===== config.mk =====
export PLATFORM = sky130hd
export DESIGN_NAME = led_blink_driver
export DESIGN_NICKNAME = d
export VERILOG_FILES = /design/src/rtl/led_blink_driver.sv
export SDC_FILE = /design/constraint.sdc
export NUM_CORES = 1
export LEC_CHECK = 0
export CAP_MARGIN = 20
export CELL_PAD_IN_SITES_DETAIL_PLACEMENT = 1
export CELL_PAD_IN_SITES_GLOBAL_PLACEMENT = 2
export CORE_MARGIN = 2
export CORE_UTILIZATION = 39
export CTS_CLUSTER_DIAMETER = 30
export DETAILED_ROUTE_END_ITERATION = 10
export GPL_ROUTABILITY_DRIVEN = 1
export PLACE_DENSITY_LB_ADDON = 0.12
export SETUP_SLACK_MARGIN = 0.1
export SLEW_MARGIN = 40
export SYNTH_ARGS = -nofsm -noshare
export SYNTH_HDL_FRONTEND = slang
export SYNTH_SLANG_ARGS = --single-unit
export TNS_END_PERCENT = 5

===== constraint.sdc =====
create_clock -name clk -period 4.43 [get_ports clk]
set_clock_uncertainty 0.05 [all_clocks]
set_input_delay 0.6645 -clock clk [delete_from_list [all_inputs] [get_ports clk]]
set_output_delay 0.6645 -clock clk [all_outputs]
set_load 0.02 [all_outputs]

===== src/rtl/led_blink_driver.sv =====
// Turns single-cycle event pulses into visible LED blinks (ON_CYCLES on, OFF_CYCLES dark),
// queueing requests that arrive mid-blink in a saturating pending counter.
module led_blink_driver #(
    parameter int unsigned ON_CYCLES   = 6250000,
    parameter int unsigned OFF_CYCLES  = 6250000,
    parameter int unsigned MAX_PENDING = 15,
    parameter int unsigned PEND_W      = $clog2(MAX_PENDING + 1)
) (
    input  logic              clk,
    input  logic              reset,
    input  logic              pulse,
    output logic              led,
    output logic              busy,
    output logic [PEND_W-1:0] pending,
    output logic              overflow
);

    localparam int unsigned MAX_CYC = (ON_CYCLES > OFF_CYCLES) ? ON_CYCLES : OFF_CYCLES;
    // Keep at least one bit so 1-cycle phases still synthesize.
    localparam int unsigned TIMER_W = (MAX_CYC > 1) ? $clog2(MAX_CYC) : 1;

    localparam logic [TIMER_W-1:0] ON_LOAD  = TIMER_W'(ON_CYCLES - 1);
    localparam logic [TIMER_W-1:0] OFF_LOAD = TIMER_W'(OFF_CYCLES - 1);
    localparam logic [PEND_W-1:0]  PEND_MAX = PEND_W'(MAX_PENDING);

    typedef enum logic [1:0] {
        StIdle = 2'd0,
        StOn   = 2'd1,
        StOff  = 2'd2
    } state_e;

    state_e             state_q, state_d;
    logic [TIMER_W-1:0] timer_q, timer_d;
    logic [PEND_W-1:0]  pend_q, pend_d;
    logic               ovf_d;
    logic               led_q, busy_q, ovf_q;

    always_comb begin
        state_d = state_q;
        timer_d = timer_q;
        pend_d  = pend_q;
        ovf_d   = 1'b0;

        unique case (state_q)
            StIdle: begin
                if (pulse) begin
                    state_d = StOn;
                    timer_d = ON_LOAD;
                end
            end
            StOn, StOff: begin
                if (state_q == StOff && timer_q == '0) begin
                    // End of the dark gap: start the next blink if anything is waiting.
                    if (pend_q != '0) begin
                        state_d = StOn;
                        timer_d = ON_LOAD;
                        if (!pulse) begin
                            pend_d = pend_q - PEND_W'(1);
                        end
                    end else if (pulse) begin
                        state_d = StOn;
                        timer_d = ON_LOAD;
                    end else begin
                        state_d = StIdle;
                    end
                end else begin
                    if (state_q == StOn && timer_q == '0) begin
                        state_d = StOff;
                        timer_d = OFF_LOAD;
                    end else begin
                        timer_d = timer_q - TIMER_W'(1);
                    end
                    if (pulse) begin
                        if (pend_q < PEND_MAX) begin
                            pend_d = pend_q + PEND_W'(1);
                        end else begin
                            ovf_d = 1'b1;
                        end
                    end
                end
            end
            default: begin
                state_d = StIdle;
            end
        endcase
    end

    always_ff @(posedge clk) begin
        if (reset) begin
            state_q <= StIdle;
            timer_q <= '0;
            pend_q  <= '0;
            led_q   <= 1'b0;
            busy_q  <= 1'b0;
            ovf_q   <= 1'b0;
        end else begin
            state_q <= state_d;
            timer_q <= timer_d;
            pend_q  <= pend_d;
            led_q   <= (state_d == StOn);
            busy_q  <= (state_d != StIdle);
            ovf_q   <= ovf_d;
        end
    end

    assign led      = led_q;
    assign busy     = busy_q;
    assign pending  = pend_q;
    assign overflow = ovf_q;

endmodule

Word-level counts from Yosys, hierarchy flattened
Index checks and enable logic that the tools add are counted.

cells by class
  $add $sub $neg = 3
  order comparisons = 1
  eq/ne operators = 5
  multiplexer cells = 17
  bitwise logic cells = 2
  reduce and logical (&&, ||, !) cells = 12

operators with widths
  kind                                                                   count
  23-bit two-way mux                                                     4
  23-bit case mux with 2 select lines                                    1
  23-bit logical NOT                                                     1
  23-bit by 1-bit subtractor with 23-bit output, second input constant   1
  4-bit two-way mux                                                      5
  2-bit nonzero test                                                     4
  2-bit two-way mux                                                      3
  5-bit AND reduction                                                    1
  4-bit by 1-bit adder with 4-bit output, second input constant          1
  2-bit by 1-bit equality test with 1-bit output, second input constant  2
  4-bit < comparator, second input constant                              1
  2-bit case mux with 2 select lines                                     1
  4-bit nonzero test                                                     1
  4-bit OR reduction                                                     1
  4-bit by 1-bit subtractor with 4-bit output, second input constant     1
  1-bit two-way mux                                                      3
  2-bit equality test, second input constant                             1
  1-bit logical AND                                                      2
  2-bit logical NOT                                                      1
  2-bit by 1-bit != test with 1-bit output, second input constant        1
  2-bit != test, second input constant                                   1
  1-bit NOT                                                              2
  2-bit OR reduction                                                     1

word-level totals
  flip-flop bits (word level) = 32
  bits of input ports = 3
  output and inout bits = 7
  word-level logic and storage cells = 46

Depth between registers and ports, before layout
Gate-level depths: netlist of the first run.

  word-level depth = 6
  gate-level depth with buffers = 11
  gate-level depth less buffers = 11

Least setup slack after synthesis of the first run
Ideal clock, no wire load.

  path kind = reg2reg
  start = register timer_q[6]
  end = register pend_q[3] (netlist: pending[3])
  library setup time = 0.071 ns
  arrival time = 2.727 ns
  data required time = 4.309 ns
  slack = 1.582 ns
  stages on the path, launching flop included = 11
  path buffers = 1
  clock period less this slack = 2.848 ns
  path through = dfxtp_1 -> or4_4 -> or3_1 -> buf_6 -> nor3_1 -> ha_1 -> o21ai_0 -> nand2b_1 -> mux2_1 -> or3_1 -> a21oi_1

on the way
  longest elaborated chain between the ends = 4
  elaborated cells on any way between the ends = 8
  those cells by class = eq/ne: 2; mux: 1; reduce/logical: 5

RTL lines
  what                                                                              line  text
  start, declared                                                                   33    logic [TIMER_W-1:0] timer_q, timer_d;
  start signal, assigned                                                            98    timer_q <= timer_d;
  23-bit logical NOT (*)                                                            52    if (state_q == StOff && timer_q == '0) begin
  1-bit logical AND (*)                                                             52
  2-bit by 1-bit != test with 1-bit output (no line), or another cell as far along  -
  5-bit AND reduction (no line)                                                     -
  end signal, assigned                                                              99    pend_q <= pend_d;
  end, declared                                                                     34    logic [PEND_W-1:0] pend_q, pend_d;

Every way passes the cells marked *; elsewhere a longest branch is shown, timed or not.
A chain may end at the register's enable or synchronous reset.

Worst setup path after layout of the first run
Ends and elaborated chain as after synthesis.

==> results.md, run 1 <==
- Status: completed
- # IOs: 10
- Ys Warns: 0
- Required time worst endpoint: approximately 4.6 ns
- Antenna Diode Count: 0
- Die H: between 70 and 80 um
- Post-CTS setup buffer count: 0
- Worst-Skew Late Latency: between 0.2 and 0.3 ns
- Starting Density: 40.6%
- XOR/XNOR share of the synthesized area: under 10%
- R2R Setup Slk: 1.37 ns
- Hold EP: timer_q[17]$_SDFFE_PP0P_
- Max H-tree Level: 2
- Slowest-stage cell, CP: or4_4
- RSZ-0062 raised after global routing: false
- Crit Reg-Reg Endpoint: pending[3]$_SDFFE_PP0P_
- Syn_nets: ~240
- TNS Setup: 0 ns
- Synth Cell Area: 1930 um^2
- Final Cycle Share: 69.2%
- Die width: 74.3 um
- Relative slew slack: 38.1%
- PwrDens: roughly 360 nW/um^2
- Commonest non-fill, non-tap cell in the layout: dfxtp_1
- Drt wl/cell: 17.2 um
- Minimum clock period: between 3 and 4 ns
- Worst Path Max Fanout: 7
- Post-Route WL: roughly 5.3 mm
- Critical Path End Type: register
- Final Setup Violations: 0
- Share of cells above drive strength 1: 12.9%
- Fin cells: 308
- Reg2reg start: timer_q[6]$_SDFFE_PP0P_
- Synth top area cells: dfxtp_1, a21oi_1, nor2_1, ha_1, o21ai_0
- DRT iter0 DRCs: 135
- Post-CTS resize count: 0
- Maximum VDD drop: around 0.00016 V
- CP top delay family: simple AND/OR/NAND/NOR gates
- Cell taking the most area after synthesis: dfxtp_1
- Adder-cell share of the synthesized area: roughly 4.5%
- Leak pwr: 0.000791 uW
- First-pass GRT wire length: 8.97 mm
- CTS Sinks: 32
- Slew @ Worst Pin: roughly 0.92 ns
- Antenna viol nets, final: 0
- Synth top area share: between 30% and 40%
- Max-cap violations: 0
- GRT overflow: 0
- Core area: 4750 um^2
- Crit path buf inv count: 0
- Fin nets: 250
- Std-Cell Rows: 25
- Largest stage delay on the critical path: about 0.59 ns
- DRT Pass-1 Iters: 4
- CP Class: register to register
- Post-synthesis instance total: 232
- Initial antenna violation count: 0
- FILL cells: approximately 600
- F_max: roughly 0.33 GHz
- Worst Hold Depth: 2
- Root Driver: clkbuf_8
- Max Slew Vio Count: 0
- Port bufs: 9
- Number of global-route vias before repair: 1815
- Largest family of logic cells by synthesized area: simple AND/OR/NAND/NOR gates
- TritonCTS Buffers: 5
- Yosys reg bits: 32
- R2R cell count: 9
- Hold path startpoint: timer_q[17]$_SDFFE_PP0P_
- Detailed placer's ending HPWL: approximately 3.8 mm
- CP Data Arrival Time: around 3.2 ns
- Via count of the routed design: 1835
- Total Routing Usage GR: 21.4%
- Sequential-to-total area share from yosys stat: 33.2%
- Type of element launching the critical path: register
- Die area: around 5500 um^2
- Final Hold Viols: 0
- CP Cell Sequence: or4_4, or3_1, nor3_1, ha_1, o21ai_0, nand2b_1, mux2_1, or3_1, a21oi_1
- Gp weighted congestion: roughly 0.77
- Max Root-Sink Buffers: 2
- Cts hold-fix bufs: 0
- Critical Path Most Common Cell: or3_1
- DRC: 0
- Mux share of post-synthesis cell area: 2.14%
- Yosys cell types: 51
- Highest-count cells in the layout ignoring fill and taps: dfxtp_1, nor2_1, a21oi_1, nand2_1, o21ai_0
- Min-Delay Path Class: register to register
- Post-synthesis simple-gate area fraction: 28.4%
- CTS tree: done
- Syn avg cell area: 8.32 um^2
- Via-to-Cell Ratio: 5.96
- Final Util: 45.5%
- Cell count after placement: 300
- Largest net degree at the start of global routing: 32
- Clock-pin slew on the worst setup and hold paths: 0.07 ns
- Area grow syn2layout: 12.1%
- Compound-cell area share of the yosys netlist: 25.7%
==> final cells by class <==
type / instances / area [um^2] / share of cell area [%]
Timing Repair Buffer: 13 / 120 / 5.56
Sequential cell: 32 / 641 / 29.6
Clock buffer: 8 / 90.1 / 4.17
Inverter: 6 / 22.5 / 1.04
Multi-Input combinational cell: 182 / 1200 / 55.7
Tap cell: 67 / 83.8 / 3.88
==> report_power, final <==
part / leakage [uW] / total, uW / internal, uW / switching [uW]
clock: 0.0000455 / 235 / 127 / 109
sequential: 0.000264 / 343 / 312 / 31.3
combinational: 0.000481 / 201 / 76.3 / 125
==> metal layers <==
| metal | vias up | part of all wire, % | global-route usage (%) |
|---|---|---|---|
| met5 | - | 0 | 0 |
| met4 | 0 | 1.8 | 7.54 |
| met3 | 11 | 3.9 | 6.23 |
| met2 | 30 | 45 | 33.9 |
| met1 | 911 | 49 | 28.0 |
| li1 | 883 | - | - |
==> Yosys cell counts (all sizes together) <==
master,count
clkbuf,6
a22o,1
nor2b,1
nor3,13
a22oi,1
o21ai,17
or3,3
or3b,3
o31ai,2
and3,1
mux2i,3
or4,6
a211oi,6
a41oi,2
a311oi,8
and2,1
xor2,1
mux2,1
o211a,1
nand4,4
o221a,1
nor4,7
dfxtp,32
inv,6
nand2,18
o21ba,1
nand3,7
nand2b,2
xnor2,2
o22a,1
nor4b,1
o41ai,1
a21oi,22
a21o,3
ha,7
a31oi,2
nor2,28
buf,6
nor3b,2
o21a,2
==> state kept, by name, summed over array words and instances (netlist names) <==
name,flops
pending,4
busy,1
overflow,1
led,1
timer_q,23
state_q,2
==> worst max path at each step <==
stage          slack [ns]  cells after the start                    start                      end
2_1_floorplan        1.58                     10  timer_q[6]$_SDFFE_PP0P_  pending[3]$_SDFFE_PP0P_
3_3_place_gp         1.45                      9  timer_q[6]$_SDFFE_PP0P_  pending[3]$_SDFFE_PP0P_
3_5_place_dp         1.38                      9  timer_q[6]$_SDFFE_PP0P_  pending[3]$_SDFFE_PP0P_
4_1_cts              1.36                      9  timer_q[6]$_SDFFE_PP0P_  pending[3]$_SDFFE_PP0P_
5_1_grt              1.18                      9  timer_q[6]$_SDFFE_PP0P_  pending[3]$_SDFFE_PP0P_
6_report             1.37                      9  timer_q[6]$_SDFFE_PP0P_  pending[3]$_SDFFE_PP0P_
==> cell families (layout without fill, tap and decap cells) <==
family | Yosys count | in the layout
AO/OA/AOI/OAI | 71 | 71
flip-flops | 32 | 32
XOR/XNOR | 3 | 3
buffers and inverters | 18 | 27
AND/OR/NAND/NOR | 97 | 97
adder cells (fa/ha/maj) | 7 | 7
multiplexers | 4 | 4
==> worst reg2reg max path, cell delays in order, from the launching register on <==
cell and delay [ns]:
dfxtp_1 0.36, or4_4 0.59, or3_1 0.53, nor3_1 0.24, ha_1 0.29, o21ai_0 0.10, nand2b_1 0.08, mux2_1 0.31
or3_1 0.31, a21oi_1 0.14
==> through the flow <==
step                hold WS, ns  instance area (um^2)  total power [uW]  setup WS, ns
floorplan                 0.383                  1930               492          1.58
global placement          0.401                  2070               540          1.45
detailed placement        0.418                  2070               549          1.38
CTS                       0.427                  2160               783          1.36
global route              0.446                  2160               828          1.18
finish                    0.419                  2160               779          1.37
Note: power is estimated with default switching activity, not from simulation.
==> run 2: changes to the inputs <==
--- a/config.mk
+++ b/config.mk
@@ -9,7 +9,7 @@
 export CELL_PAD_IN_SITES_DETAIL_PLACEMENT = 1
 export CELL_PAD_IN_SITES_GLOBAL_PLACEMENT = 2
 export CORE_MARGIN = 2
-export CORE_UTILIZATION = 39
+export CORE_UTILIZATION = 33
 export CTS_CLUSTER_DIAMETER = 30
 export DETAILED_ROUTE_END_ITERATION = 10
 export GPL_ROUTABILITY_DRIVEN = 1
==> constraint.sdc (replaced) <==
create_clock -name clk -period 2.5 [get_ports clk]
set_clock_uncertainty 0.05 [all_clocks]
set_input_delay 0.375 -clock clk [delete_from_list [all_inputs] [get_ports clk]]
set_output_delay 0.375 -clock clk [all_outputs]
set_load 0.02 [all_outputs]
==> run 2 against run 1 <==
Against the previous run: the flow now finishes with violations (negative setup slack); combinational power increased by 150%; fmax increased by 17%; total power increased by 100%.
==> results.md, run 2 (same netlist as run 1, synthesis figures left out) <==
- Max reg flops: 23 (unchanged)
- Die width: 80.5 um (+8.2%)
- Relative slew slack: 71.7% (+34 points)
- Leak pwr: 0.000979 uW (+24%)
- Std-Cell Rows: 27 (+8.0%)
- DRT iter0 DRCs: 101 (-25%)
- Final Setup Violations: 1 (+1)
- Starting Density: 34.6% (-6.0 points)
- CTS tree: done
- CP Data Arrival Time: 2.79 ns (-0.45 ns)
- Status: finished with violations
- FILL cells: 694 (+18%)
- Final WS setup: -0.115 ns (-1.48 ns)
- Final Cycle Share: 105% (+35 points)
- Largest stage delay on the critical path: 0.53 ns (-0.06 ns)
- Worst Path Max Fanout: 3 (-4)
- Fin nets: 282 (+13%)
- Post-Route WL: 6.41 mm (+21%)
- Total Routing Usage GR: 21.7% (+0.24 points)
- Area of the multi-input gates: 1280 um^2 (+5.9%)
- CP Cell Sequence: or4_4, or3_4, nor3_2, ha_1, o21ai_1, nand2b_1, mux2_4, or3_4, a21oi_2
- Number of global-route vias before repair: 2146 (+18%)
- Max Root-Sink Buffers: 2 (unchanged)
- Worst-Skew Late Latency: 0.29 ns (about the same)
- Drt wl/cell: 18.6 um (+8.0%)
- TNS Setup: -0.115 ns (-0.115 ns)
- Slew @ Worst Pin: 0.421 ns (-0.500 ns)
- Port bufs: 9 (unchanged)
- Critical Path Most Common Cell: or3_4
- Clock-pin slew on the worst setup and hold paths: 0.07 ns (about the same)
- Required time worst endpoint: 2.67 ns (-1.93 ns)
- Max Slew Vio Count: 0 (unchanged)
- DRT Pass-1 Iters: 4 (unchanged)
- Via count of the routed design: 1963 (+7.0%)
- Initial antenna violation count: 0 (unchanged)
- Gp weighted congestion: 0.817 (+5.7%)
- Root Driver: clkbuf_8
- Detailed placer's ending HPWL: 4.63 mm (+23%)
- CP Class: register to register
- Highest-count cells in the layout ignoring fill and taps: buf_4, nor2_1, dfxtp_1, a21oi_1, nand2_1
- Crit path buf inv count: 0 (unchanged)
- Antenna viol nets, final: 0 (unchanged)
- CTS Sinks: 32 (unchanged)
- Failing checks: negative setup slack
- TritonCTS Buffers: 5 (unchanged)
- Maximum VDD drop: 0.000308 V (+89%)
- Area grow syn2layout: 30.1%
- Max-cap violations: 0 (unchanged)
- CP top delay family: simple AND/OR/NAND/NOR gates
- Commonest non-fill, non-tap cell in the layout: buf_4
- Antenna Diode Count: 0 (unchanged)
- GRT overflow: 0 (unchanged)
- # IOs: 10 (unchanged)
- Die area: 6470 um^2 (+17%)
- Final Hold Viols: 0 (unchanged)
- Type of element launching the critical path: register
- First-pass GRT wire length: 10.6 mm (+19%)
- Minimum clock period: 2.62 ns (-0.449 ns)
- FF/Latch Area: 646 um^2 (+0.78%)
- F_max: 0.382 GHz (+17%)
- DRC: 0 (unchanged)
- PwrDens: 631 nW/um^2 (+75%)
- Die H: 80.5 um (+8.2%)
- Min-Delay Path Class: register to register
- RSZ-0062 raised after global routing: true
- Largest net degree at the start of global routing: 32 (unchanged)
- Pwr Total: 1580 uW (+100%)
- Via-to-Cell Ratio: 5.69 (-4.5%)
- Core area: 5570 um^2 (+17%)
- Max H-tree Level: 2 (unchanged)
- Critical Path End Type: register
- Biggest register: timer_q
- Share of cells above drive strength 1: 30.8% (+18 points)
- Slowest-stage cell, CP: or4_4
run 2: cell count changes in the layout (fill, tap and decap cells not counted), moves of 3 or more:
| cell | previous run | this run |
|---|---|---|
| inv_2 | 0 | 3 |
| dfxtp_2 | 0 | 4 |
| inv_1 | 6 | 3 |
| dfxtp_1 | 32 | 28 |
| buf_4 | 4 | 34 |
run 2: final cells by class:
cell class / instances / share of cell area (%)
clock buffers: 6 / 2.89
repair buffers: 45 / 14.7
clock inverters: 2 / 1.40
multi-input cells: 182 / 50.8
flip-flops and latches: 32 / 25.7
well taps: 72 / 3.59
inverters: 6 / 0.897
run 2: report_power, final:
group | switching [uW] | internal (uW) | total, uW
Combinational | 281 | 212 | 493
Sequential | 39.9 | 553 | 593
Clock | 202 | 296 | 498
run 2: timing repair:
action / 4_1_cts / 5_1_grt
setup endpoints to repair: 16 / 18
hold buffers: 0 / 0
buffers inserted: 1 / 0
pin swaps: 4 / 2
resized for setup: 13 / 8
run 2: through the flow:
stage | setup slack, ns | util [%] | instances | area, um^2 | hold slack [ns]
final | -0.115 | 45.0 | 345 | 2510 | 0.432
after global routing | -0.208 | 45.0 | 345 | 2510 | 0.457
after CTS | -0.124 | 44.3 | 345 | 2470 | 0.456
after detailed placement | -0.131 | 41.6 | 336 | 2320 | 0.440
after global placement | -0.0707 | 41.6 | 336 | 2320 | 0.409
after floorplan | -0.176 | - | 232 | 1940 | 0.383
run 2: path summary, 6_finish.rpt:
kind                                                from                  endpoint  slack (ns)  cells after the start
worst min-delay path            timer_q[17]$_SDFFE_PP0P_  timer_q[17]$_SDFFE_PP0P_        0.43                      2
worst min register to register  timer_q[17]$_SDFFE_PP0P_  timer_q[17]$_SDFFE_PP0P_        0.43                      2
worst max register to register  timer_q[11]$_SDFFE_PP0P_   pending[3]$_SDFFE_PP0P_       -0.12                      9
worst max-delay path            timer_q[11]$_SDFFE_PP0P_   pending[3]$_SDFFE_PP0P_       -0.12                      9
run 2: metal layers:
layer / vias up / part of all wire, % / global-route usage, %
met5: - / 0 / 0
met4: 0 / 1.4 / 6.78
met3: 8 / 2.4 / 4.27
met2: 25 / 50 / 38.1
met1: 978 / 46 / 26.4
li1: 952 / - / -
run 2: tightest hold or removal path: stages (launching register included):
cell	delay [ns]
dfxtp_1	0.33
o41ai_2	0.06
a21oi_1	0.05
